$ cat config.mk
export PLATFORM = sky130hd
export DESIGN_NAME = cache_line_filler_flat
export DESIGN_NICKNAME = d
export VERILOG_FILES = /design/src/rtl/cache_line_filler_pkg.sv /design/src/rtl/cache_line_filler_if.sv /design/src/rtl/cache_read_gate.sv /design/src/rtl/cache_line_filler.sv /design/src/flat_wrapper.sv
export SDC_FILE = /design/constraint.sdc
export NUM_CORES = 1
export LEC_CHECK = 0
export CORE_ASPECT_RATIO = 0.5
export CORE_MARGIN = 1.5
export CORE_UTILIZATION = 29
export CTS_CLUSTER_DIAMETER = 60
export DETAILED_ROUTE_END_ITERATION = 7
export PLACE_DENSITY = 0.78
export SYNTH_ARGS = -nofsm -noshare
export SYNTH_HDL_FRONTEND = slang
export SYNTH_SLANG_ARGS = --single-unit
$ cat constraint.sdc
create_clock -name clk -period 2.2 [get_ports clk]
set_input_delay 0.55 -clock clk [delete_from_list [all_inputs] [get_ports clk]]
set_output_delay 0.55 -clock clk [all_outputs]
set_load 0.05 [all_outputs]
$ cat src/rtl/cache_line_filler_pkg.sv
// Shared definitions for the cache line filler: default geometry, the
// line/word split of a RAM word address, and the refill FSM encoding.
package cache_line_filler_pkg;

  // Default geometry; modules take these as parameter defaults.
  localparam int DEF_ADDR_WIDTH = 4;
  localparam int DEF_LINE_LOG2  = 2;
  localparam int DEF_DATA_WIDTH = 32;
  localparam int DEF_MEM_AW     = 32;

  localparam int LINE_WORDS     = 1 << DEF_LINE_LOG2;
  localparam int BYTES_PER_WORD = DEF_DATA_WIDTH / 8;

  // Same derivations for a non-default geometry.
  function automatic int line_words(input int line_log2);
    return 1 << line_log2;
  endfunction

  function automatic int bytes_per_word(input int data_width);
    return data_width / 8;
  endfunction

  // A RAM word address is {line index, word-in-line}; the line field is the
  // upper ADDR_WIDTH-LINE_LOG2 bits, the word field the low LINE_LOG2 bits.
  typedef struct packed {
    logic [DEF_ADDR_WIDTH-DEF_LINE_LOG2-1:0] line;
    logic [DEF_LINE_LOG2-1:0]                word;
  } ram_addr_t;

  typedef enum logic [1:0] {
    IDLE  = 2'd0,
    FETCH = 2'd1,
    DONE  = 2'd2
  } fill_state_t;

endpackage

$ cat src/rtl/cache_line_filler_if.sv
// Bundle of the filler's request, backing-memory, RAM and lookup signals.
// master = the filler controller, slave = everything around it.
interface cache_line_filler_if
  import cache_line_filler_pkg::*;
#(
  parameter int ADDR_WIDTH = DEF_ADDR_WIDTH,
  parameter int LINE_LOG2  = DEF_LINE_LOG2,
  parameter int DATA_WIDTH = DEF_DATA_WIDTH,
  parameter int MEM_AW     = DEF_MEM_AW
) ();

  // refill request
  logic                            fill_req;
  logic [ADDR_WIDTH-LINE_LOG2-1:0] fill_line;
  logic [MEM_AW-1:0]               fill_mem_addr;
  logic                            fill_ready;
  logic                            fill_done;
  // backing memory
  logic                            mem_valid;
  logic [MEM_AW-1:0]               mem_addr;
  logic                            mem_ready;
  logic [DATA_WIDTH-1:0]           mem_rdata;
  // data RAM
  logic                            ram_we;
  logic [ADDR_WIDTH-1:0]           ram_waddr;
  logic [DATA_WIDTH-1:0]           ram_wdata;
  logic                            ram_re;
  logic [ADDR_WIDTH-1:0]           ram_raddr;
  logic [DATA_WIDTH-1:0]           ram_rdata;
  // lookup client
  logic                            rd_req;
  logic [ADDR_WIDTH-1:0]           rd_addr;
  logic                            rd_gnt;
  logic                            rd_valid;
  logic [DATA_WIDTH-1:0]           rd_data;

  modport master (
    input  fill_req, fill_line, fill_mem_addr, mem_ready, mem_rdata,
           ram_rdata, rd_req, rd_addr,
    output fill_ready, fill_done, mem_valid, mem_addr,
           ram_we, ram_waddr, ram_wdata, ram_re, ram_raddr,
           rd_gnt, rd_valid, rd_data
  );

  modport slave (
    output fill_req, fill_line, fill_mem_addr, mem_ready, mem_rdata,
           ram_rdata, rd_req, rd_addr,
    input  fill_ready, fill_done, mem_valid, mem_addr,
           ram_we, ram_waddr, ram_wdata, ram_re, ram_raddr,
           rd_gnt, rd_valid, rd_data
  );

endinterface

$ cat src/rtl/cache_read_gate.sv
// Read-port gate: stalls lookups of line words the refill has not written
// yet, and produces the registered read-valid.
module cache_read_gate #(
  parameter int ADDR_WIDTH = 4,
  parameter int LINE_LOG2  = 2
) (
  input  logic                            clk,
  input  logic                            reset,
  input  logic                            i_fetch,
  input  logic [ADDR_WIDTH-LINE_LOG2-1:0] i_line,
  input  logic [LINE_LOG2-1:0]            i_cnt,
  input  logic                            i_mem_ready,
  input  logic                            i_rd_req,
  input  logic [ADDR_WIDTH-1:0]           i_rd_addr,
  output logic                            o_rd_gnt,
  output logic                            o_ram_re,
  output logic                            o_rd_valid
);

  logic [ADDR_WIDTH-LINE_LOG2-1:0] w_rd_line;
  logic [LINE_LOG2-1:0]            w_rd_word;
  logic                            w_stall;
  logic                            r_rd_valid;

  assign w_rd_line = i_rd_addr[ADDR_WIDTH-1:LINE_LOG2];
  assign w_rd_word = i_rd_addr[LINE_LOG2-1:0];

  // Stall only words of the line in flight that are not yet in the RAM; the
  // word landing this cycle is already readable because the RAM registers
  // the read address and returns the freshly written data next cycle.
  always_comb begin
    w_stall = i_fetch && (w_rd_line == i_line) &&
              ((w_rd_word > i_cnt) || ((w_rd_word == i_cnt) && !i_mem_ready));
  end

  assign o_rd_gnt   = !w_stall;
  assign o_ram_re   = i_rd_req && !w_stall && !reset;
  assign o_rd_valid = r_rd_valid;

  // Read data follows an accepted read by exactly one cycle.
  always_ff @(posedge clk) begin
    // NOTE: state registers use non-blocking assignment so every flop samples
    // pre-edge values regardless of block ordering.
    if (reset) r_rd_valid <= 1'b0;
    else       r_rd_valid <= i_rd_req && !w_stall;
  end

endmodule

$ cat src/rtl/cache_line_filler.sv
// Cache line filler: refills one RAM line from backing memory word by word
// and arbitrates the RAM read port for the lookup client.
module cache_line_filler
  import cache_line_filler_pkg::*;
#(
  parameter int ADDR_WIDTH = DEF_ADDR_WIDTH,
  parameter int LINE_LOG2  = DEF_LINE_LOG2,
  parameter int DATA_WIDTH = DEF_DATA_WIDTH,
  parameter int MEM_AW     = DEF_MEM_AW
) (
  input  logic                clk,
  input  logic                reset,
  cache_line_filler_if.master bus
);

  localparam int LINE_AW = ADDR_WIDTH - LINE_LOG2;
  localparam int BPW     = bytes_per_word(DATA_WIDTH);
  localparam logic [LINE_LOG2-1:0] CNT_MAX = LINE_LOG2'(line_words(LINE_LOG2) - 1);

  fill_state_t          r_state, w_state_nxt;
  logic [LINE_AW-1:0]   r_line;
  logic [MEM_AW-1:0]    r_base;
  logic [LINE_LOG2-1:0] r_cnt;

  logic                 w_fill_ready;
  logic                 w_fill_done;
  logic                 w_mem_valid;
  logic                 w_ram_we;
  logic [MEM_AW-1:0]    w_mem_addr;

  // Word byte address; the sum wraps at MEM_AW bits.
  assign w_mem_addr = r_base + MEM_AW'(r_cnt) * MEM_AW'(BPW);

  // FSM state register.
  always_ff @(posedge clk) begin
    if (reset) r_state <= IDLE;
    else       r_state <= w_state_nxt;
  end

  // Latch the request on acceptance; advance the word counter per handshake.
  always_ff @(posedge clk) begin
    if (reset) begin
      r_cnt  <= '0;
      r_line <= '0;
      r_base <= '0;
    end else if (r_state == IDLE && bus.fill_req) begin
      r_line <= bus.fill_line;
      r_base <= bus.fill_mem_addr;
      r_cnt  <= '0;
    end else if (w_ram_we) begin
      r_cnt  <= r_cnt + 1'b1;
    end
  end

  // Next state and handshake outputs; writes are suppressed during reset.
  always_comb begin
    // NOTE: every output gets a default first so no path leaves it unassigned
    // and no latch is inferred.
    w_state_nxt  = r_state;
    w_fill_ready = 1'b0;
    w_fill_done  = 1'b0;
    w_mem_valid  = 1'b0;
    w_ram_we     = 1'b0;
    unique case (r_state)
      IDLE: begin
        w_fill_ready = 1'b1;
        if (bus.fill_req) w_state_nxt = FETCH;
      end
      FETCH: begin
        w_mem_valid = 1'b1;
        if (bus.mem_ready) begin
          w_ram_we = !reset;
          if (r_cnt == CNT_MAX) w_state_nxt = DONE;
        end
      end
      DONE: begin
        w_fill_done = 1'b1;
        w_state_nxt = IDLE;
      end
      default: w_state_nxt = IDLE;
    endcase
  end

  assign bus.fill_ready = w_fill_ready;
  assign bus.fill_done  = w_fill_done;
  assign bus.mem_valid  = w_mem_valid;
  assign bus.mem_addr   = w_mem_addr;
  assign bus.ram_we     = w_ram_we;
  assign bus.ram_waddr  = {r_line, r_cnt};
  assign bus.ram_wdata  = bus.mem_rdata;
  assign bus.ram_raddr  = bus.rd_addr;
  assign bus.rd_data    = bus.ram_rdata;

  cache_read_gate #(
    .ADDR_WIDTH (ADDR_WIDTH),
    .LINE_LOG2  (LINE_LOG2)
  ) u_read_gate (
    .clk         (clk),
    .reset       (reset),
    .i_fetch     (r_state == FETCH),
    .i_line      (r_line),
    .i_cnt       (r_cnt),
    .i_mem_ready (bus.mem_ready),
    .i_rd_req    (bus.rd_req),
    .i_rd_addr   (bus.rd_addr),
    .o_rd_gnt    (bus.rd_gnt),
    .o_ram_re    (bus.ram_re),
    .o_rd_valid  (bus.rd_valid)
  );

endmodule

$ cat src/flat_wrapper.sv
// flat-port wrapper written by rule: the top's interface ports become plain ports
module cache_line_filler_flat import cache_line_filler_pkg::*;
#(
  parameter int ADDR_WIDTH = DEF_ADDR_WIDTH,
  parameter int LINE_LOG2  = DEF_LINE_LOG2,
  parameter int DATA_WIDTH = DEF_DATA_WIDTH,
  parameter int MEM_AW     = DEF_MEM_AW
)
  (clk, reset, bus_fill_req, bus_fill_line, bus_fill_mem_addr, bus_mem_ready, bus_mem_rdata, bus_ram_rdata, bus_rd_req, bus_rd_addr, bus_fill_ready, bus_fill_done, bus_mem_valid, bus_mem_addr, bus_ram_we, bus_ram_waddr, bus_ram_wdata, bus_ram_re, bus_ram_raddr, bus_rd_gnt, bus_rd_valid, bus_rd_data);
  cache_line_filler_if #(.ADDR_WIDTH(ADDR_WIDTH), .LINE_LOG2(LINE_LOG2), .DATA_WIDTH(DATA_WIDTH), .MEM_AW(MEM_AW)) bus_i ();
  input  logic clk;
  input  logic reset;
  input wire logic [$bits(bus_i.fill_req)-1:0] bus_fill_req;
  input wire logic [$bits(bus_i.fill_line)-1:0] bus_fill_line;
  input wire logic [$bits(bus_i.fill_mem_addr)-1:0] bus_fill_mem_addr;
  input wire logic [$bits(bus_i.mem_ready)-1:0] bus_mem_ready;
  input wire logic [$bits(bus_i.mem_rdata)-1:0] bus_mem_rdata;
  input wire logic [$bits(bus_i.ram_rdata)-1:0] bus_ram_rdata;
  input wire logic [$bits(bus_i.rd_req)-1:0] bus_rd_req;
  input wire logic [$bits(bus_i.rd_addr)-1:0] bus_rd_addr;
  output wire logic [$bits(bus_i.fill_ready)-1:0] bus_fill_ready;
  output wire logic [$bits(bus_i.fill_done)-1:0] bus_fill_done;
  output wire logic [$bits(bus_i.mem_valid)-1:0] bus_mem_valid;
  output wire logic [$bits(bus_i.mem_addr)-1:0] bus_mem_addr;
  output wire logic [$bits(bus_i.ram_we)-1:0] bus_ram_we;
  output wire logic [$bits(bus_i.ram_waddr)-1:0] bus_ram_waddr;
  output wire logic [$bits(bus_i.ram_wdata)-1:0] bus_ram_wdata;
  output wire logic [$bits(bus_i.ram_re)-1:0] bus_ram_re;
  output wire logic [$bits(bus_i.ram_raddr)-1:0] bus_ram_raddr;
  output wire logic [$bits(bus_i.rd_gnt)-1:0] bus_rd_gnt;
  output wire logic [$bits(bus_i.rd_valid)-1:0] bus_rd_valid;
  output wire logic [$bits(bus_i.rd_data)-1:0] bus_rd_data;
  assign bus_i.fill_req = bus_fill_req;
  assign bus_i.fill_line = bus_fill_line;
  assign bus_i.fill_mem_addr = bus_fill_mem_addr;
  assign bus_i.mem_ready = bus_mem_ready;
  assign bus_i.mem_rdata = bus_mem_rdata;
  assign bus_i.ram_rdata = bus_ram_rdata;
  assign bus_i.rd_req = bus_rd_req;
  assign bus_i.rd_addr = bus_rd_addr;
  assign bus_fill_ready = bus_i.fill_ready;
  assign bus_fill_done = bus_i.fill_done;
  assign bus_mem_valid = bus_i.mem_valid;
  assign bus_mem_addr = bus_i.mem_addr;
  assign bus_ram_we = bus_i.ram_we;
  assign bus_ram_waddr = bus_i.ram_waddr;
  assign bus_ram_wdata = bus_i.ram_wdata;
  assign bus_ram_re = bus_i.ram_re;
  assign bus_ram_raddr = bus_i.ram_raddr;
  assign bus_rd_gnt = bus_i.rd_gnt;
  assign bus_rd_valid = bus_i.rd_valid;
  assign bus_rd_data = bus_i.rd_data;
  cache_line_filler #(.ADDR_WIDTH(ADDR_WIDTH), .LINE_LOG2(LINE_LOG2), .DATA_WIDTH(DATA_WIDTH), .MEM_AW(MEM_AW)) u_core (.clk(clk), .reset(reset), .bus(bus_i));
endmodule
==> summary.md <==
| Metric | Value |
|---|---|
| Routed vias | `2,205` |
| GRT Util Overall | `18.34%` |
| Sequential share of the synthesized area | `31.14%` |
| WL/cell | `19.12 um` |
| GRT overflow | `0` |
| Detail Route Antenna Nets | `0` |
| H-tree depth | `2` |
| # IOs | `218` |
| Flops & latches, synth | `39` |
| Die Width | `134.5 um` |
| Final worst slack | `-0.5104 ns` |
| Post-synthesis cell type count | `34` |
| DR iter-0 viols | `105` |
| Nets@finish | `456` |
| Rows | `23` |
| RSZ-0062 raised after global routing | `true` |
| Worst min-delay path class | `flip-flop to flip-flop` |
| Die area | `9247 sq um` |
| Global-route wire length before repair | `12,900 um` |
| Net Sw Frac | `31.06%` |
| Most frequent cells in the layout | `45 x buf_4, 44 x clkdlybuf4s50_1, 40 x buf_12, 35 x dfxtp_1, 33 x a22o_1` |
| Mapped Cells | `265` |
| Antenna cells | `0` |
| VDD IR-drop max | `0.0002917 V` |
| Synth-to-Final Area Change | `91.57%` |
| Worst-skew pair later-pin latency | `0.28 ns` |
| Mapped Area | `2507 sq um` |
| 1st-pass router iterations | `4` |
| Hold Vio Cnt, Final | `0` |
| Total CTS buffers | `5` |
| CP Launch Type | `flip-flop` |
| Worst Skew | `0.006141 ns` |
| Slew at the pin closest to its max-slew limit | `0.5413 ns` |
| Starting density of the core | `30.57%` |
| Max Slew Vio Count | `0` |
| Pint | `0.001641 W` |
| Antenna violations before repair | `0` |
| PwrDens | `495.7 nW/um^2` |
| Vias in the first global route | `2,425` |
| Period utilization | `123.2%` |
| Longest Clk Path Bufs | `2` |
| Placed inst area | `4198 sq um` |
| Sink Count | `39` |
| Number of buffers inserted by hold repair at cts | `0` |
| DIE HEIGHT | `68.75 um` |
| CP Capture Type | `output pin` |
| Sw power | `0.0007396 W` |
| Crit path DAT | `2.16 ns` |
| Crit path required time | `1.65 ns` |
| Ratio of cells with drive above 1 in the final layout | `53.20%` |
| Gate power share | `34.4%` |
| Largest net degree at the start of global routing | `29` |
| Port bufs | `89` |
| Final Cell Area | `4803 sq um` |
| Post-Syn Nets | `378` |
| Post-synth top area cell | `dfxtp_1` |
| CTS Root Buffer Type | `clkbuf_16` |
| Max Clk Rate | `369.0 MHz` |
| Final WL | `8719 um` |
| Final worst path period need | `2.710 ns` |
| Failing checks | `setup timing` |
| P_leak | `2.161 nW` |
| GP Congestion | `0.8305` |
| Most common cell after layout, fill and taps aside | `buf_4` |
| Register clock-pin slew on the reported worst setup and hold paths | `0.06 ns` |
| Avg Inst Size Synth | `9.462 sq um` |
| Run status | `finished with violations` |
| DRC viols | `0` |
| CTS tree | `built` |
| # setup viols final | `29` |
| Core area | `8202 sq um` |
| HPWL Detailed | `6366 um` |
| Clk pwr share | `32.1%` |
| # Max-Cap Violations | `0` |
| Pre-CTS WS | `-0.5710 ns` |
| Post-synth top area share | `31.14%` |
| Top cells by area, synth | `dfxtp_1 31%, buf_4 21%, a22o_1 12%` |
| CP max FO | `7` |
| Number of vias per cell | `4.836` |
| Flop pwr share | `33.6%` |
| Ys Warns | `0` |
| Kind of critical path | `flip-flop to output pin` |
| Slew headroom | `63.86%` |
## path summary, 6_finish.rpt
check / start / to / slack, ns / cells after the start
setup reg to reg: u_core.r_cnt[0]$_SDFFE_PP0P_ / u_core.u_read_gate.o_rd_valid$_SDFF_PP0_ / 0.68 / 7
hold reg to reg: u_core.r_base[1]$_SDFFE_PP0P_ / u_core.r_base[1]$_SDFFE_PP0P_ / 0.49 / 1
hold / removal: u_core.r_base[1]$_SDFFE_PP0P_ / u_core.r_base[1]$_SDFFE_PP0P_ / 0.49 / 1
setup / recovery: u_core.r_cnt[1]$_SDFFE_PP0P_ / bus_mem_addr[31] / -0.51 / 7
## metal layers
metal	GRT usage, %	vias to the layer above	part of all wire, %	wire length [um]
met4	7.258	0	3.5	302
met5	0	-	0	0
met2	37.56	91	56	4843
met1	17.39	1089	33	2883
li1	-	1000	-	-
met3	6.433	25	7.9	690
## per-stage QoR
step                      std cells  utilization [%]  power [W]  hold slack [ns]  setup TNS, ns
after CTS                       450            56.54   0.002379           0.4963         -9.843
after floorplan                 265                -   0.001516           0.4506         -6.556
after global placement          433            51.18   0.001580           0.4619         -3.563
after global routing            456            58.57   0.002465           0.5234         -12.03
final                           456            58.57   0.002381           0.4945         -10.15
after detailed placement        433            51.18   0.001599           0.4793         -4.759
## registers in the layout, indices dropped and copies added (netlist names)
name and flops:
u_core.r_line 2, u_core.r_cnt 2, u_core.r_base 32, u_core.r_state 2, u_core.u_read_gate.o_rd_valid 1
## critical path: stages, from the launching register on
cell and delay [ns]:
dfxtp_4 0.36, ha_4 0.26, a21o_1 0.18, nand4_4 0.13, buf_12 0.18, nor4_4 0.36, xor2_2 0.24, buf_12 0.17
## cell families (layout without fill, tap and decap cells)
logic type / after synthesis / after routing / synth area share [%]
mux: 1 / 1 / 0.3992
xor+xnor: 31 / 31 / 10.83
compound gates: 39 / 39 / 13.32
flops: 39 / 39 / 31.14
buf+inv: 85 / 164 / 23.40
simple gates: 64 / 64 / 17.62
fa+ha+maj: 6 / 6 / 3.293
## cell usage after synthesis
cell      instances
nor3b_2           1
and4_1            3
inv_1             8
buf_2             4
nand4b_1          1
nor2_1            9
ha_1              5
buf_4            70
xor2_1           19
nand3_1           8
a22o_2            1
and3b_1           2
a21oi_1           1
and3_1            1
and2_1            2
nand4_1           5
clkbuf_1          3
a21oi_2           1
a31oi_1           1
dfxtp_1          39
nor2b_1           2
fa_1              1
nor2_2            1
nand2b_1          2
mux2i_1           1
a21o_1            2
nand2_2           1
nor4_2            7
and4_4            2
nand2_1          10
nor3_1            5
a22o_1           33
xnor2_1          12
nand4_4           2
## power by group through the flow
stage	combinational [W]	sequential (W)	clock, W
detailed placement	0.000789	0.000810	0
floorplan	0.000667	0.000849	0
CTS	0.000803	0.000797	0.000779
global placement	0.000776	0.000804	0
finish	0.000818	0.000799	0.000764
global route	0.000851	0.000804	0.000810
## repair_timing
action                                  CTS  global route
pin swaps                                31            22
setup buffers                            10            11
endpoints found under the setup margin   30            31
resized for setup                        44            26
gates cloned                              0             0
hold endpoints to repair                  0             0
## area by class of cell
class,instances,area [sq um]
fillers,577,3398
multi-input cells,141,1881
repair buffers,148,1787
flip-flops and latches,39,793.3
clock buffers,7,152.6
well taps,112,140.1
inverters,8,42.54
clock inverters,1,7.507
No activity file was read; power rests on OpenSTA's default activity.
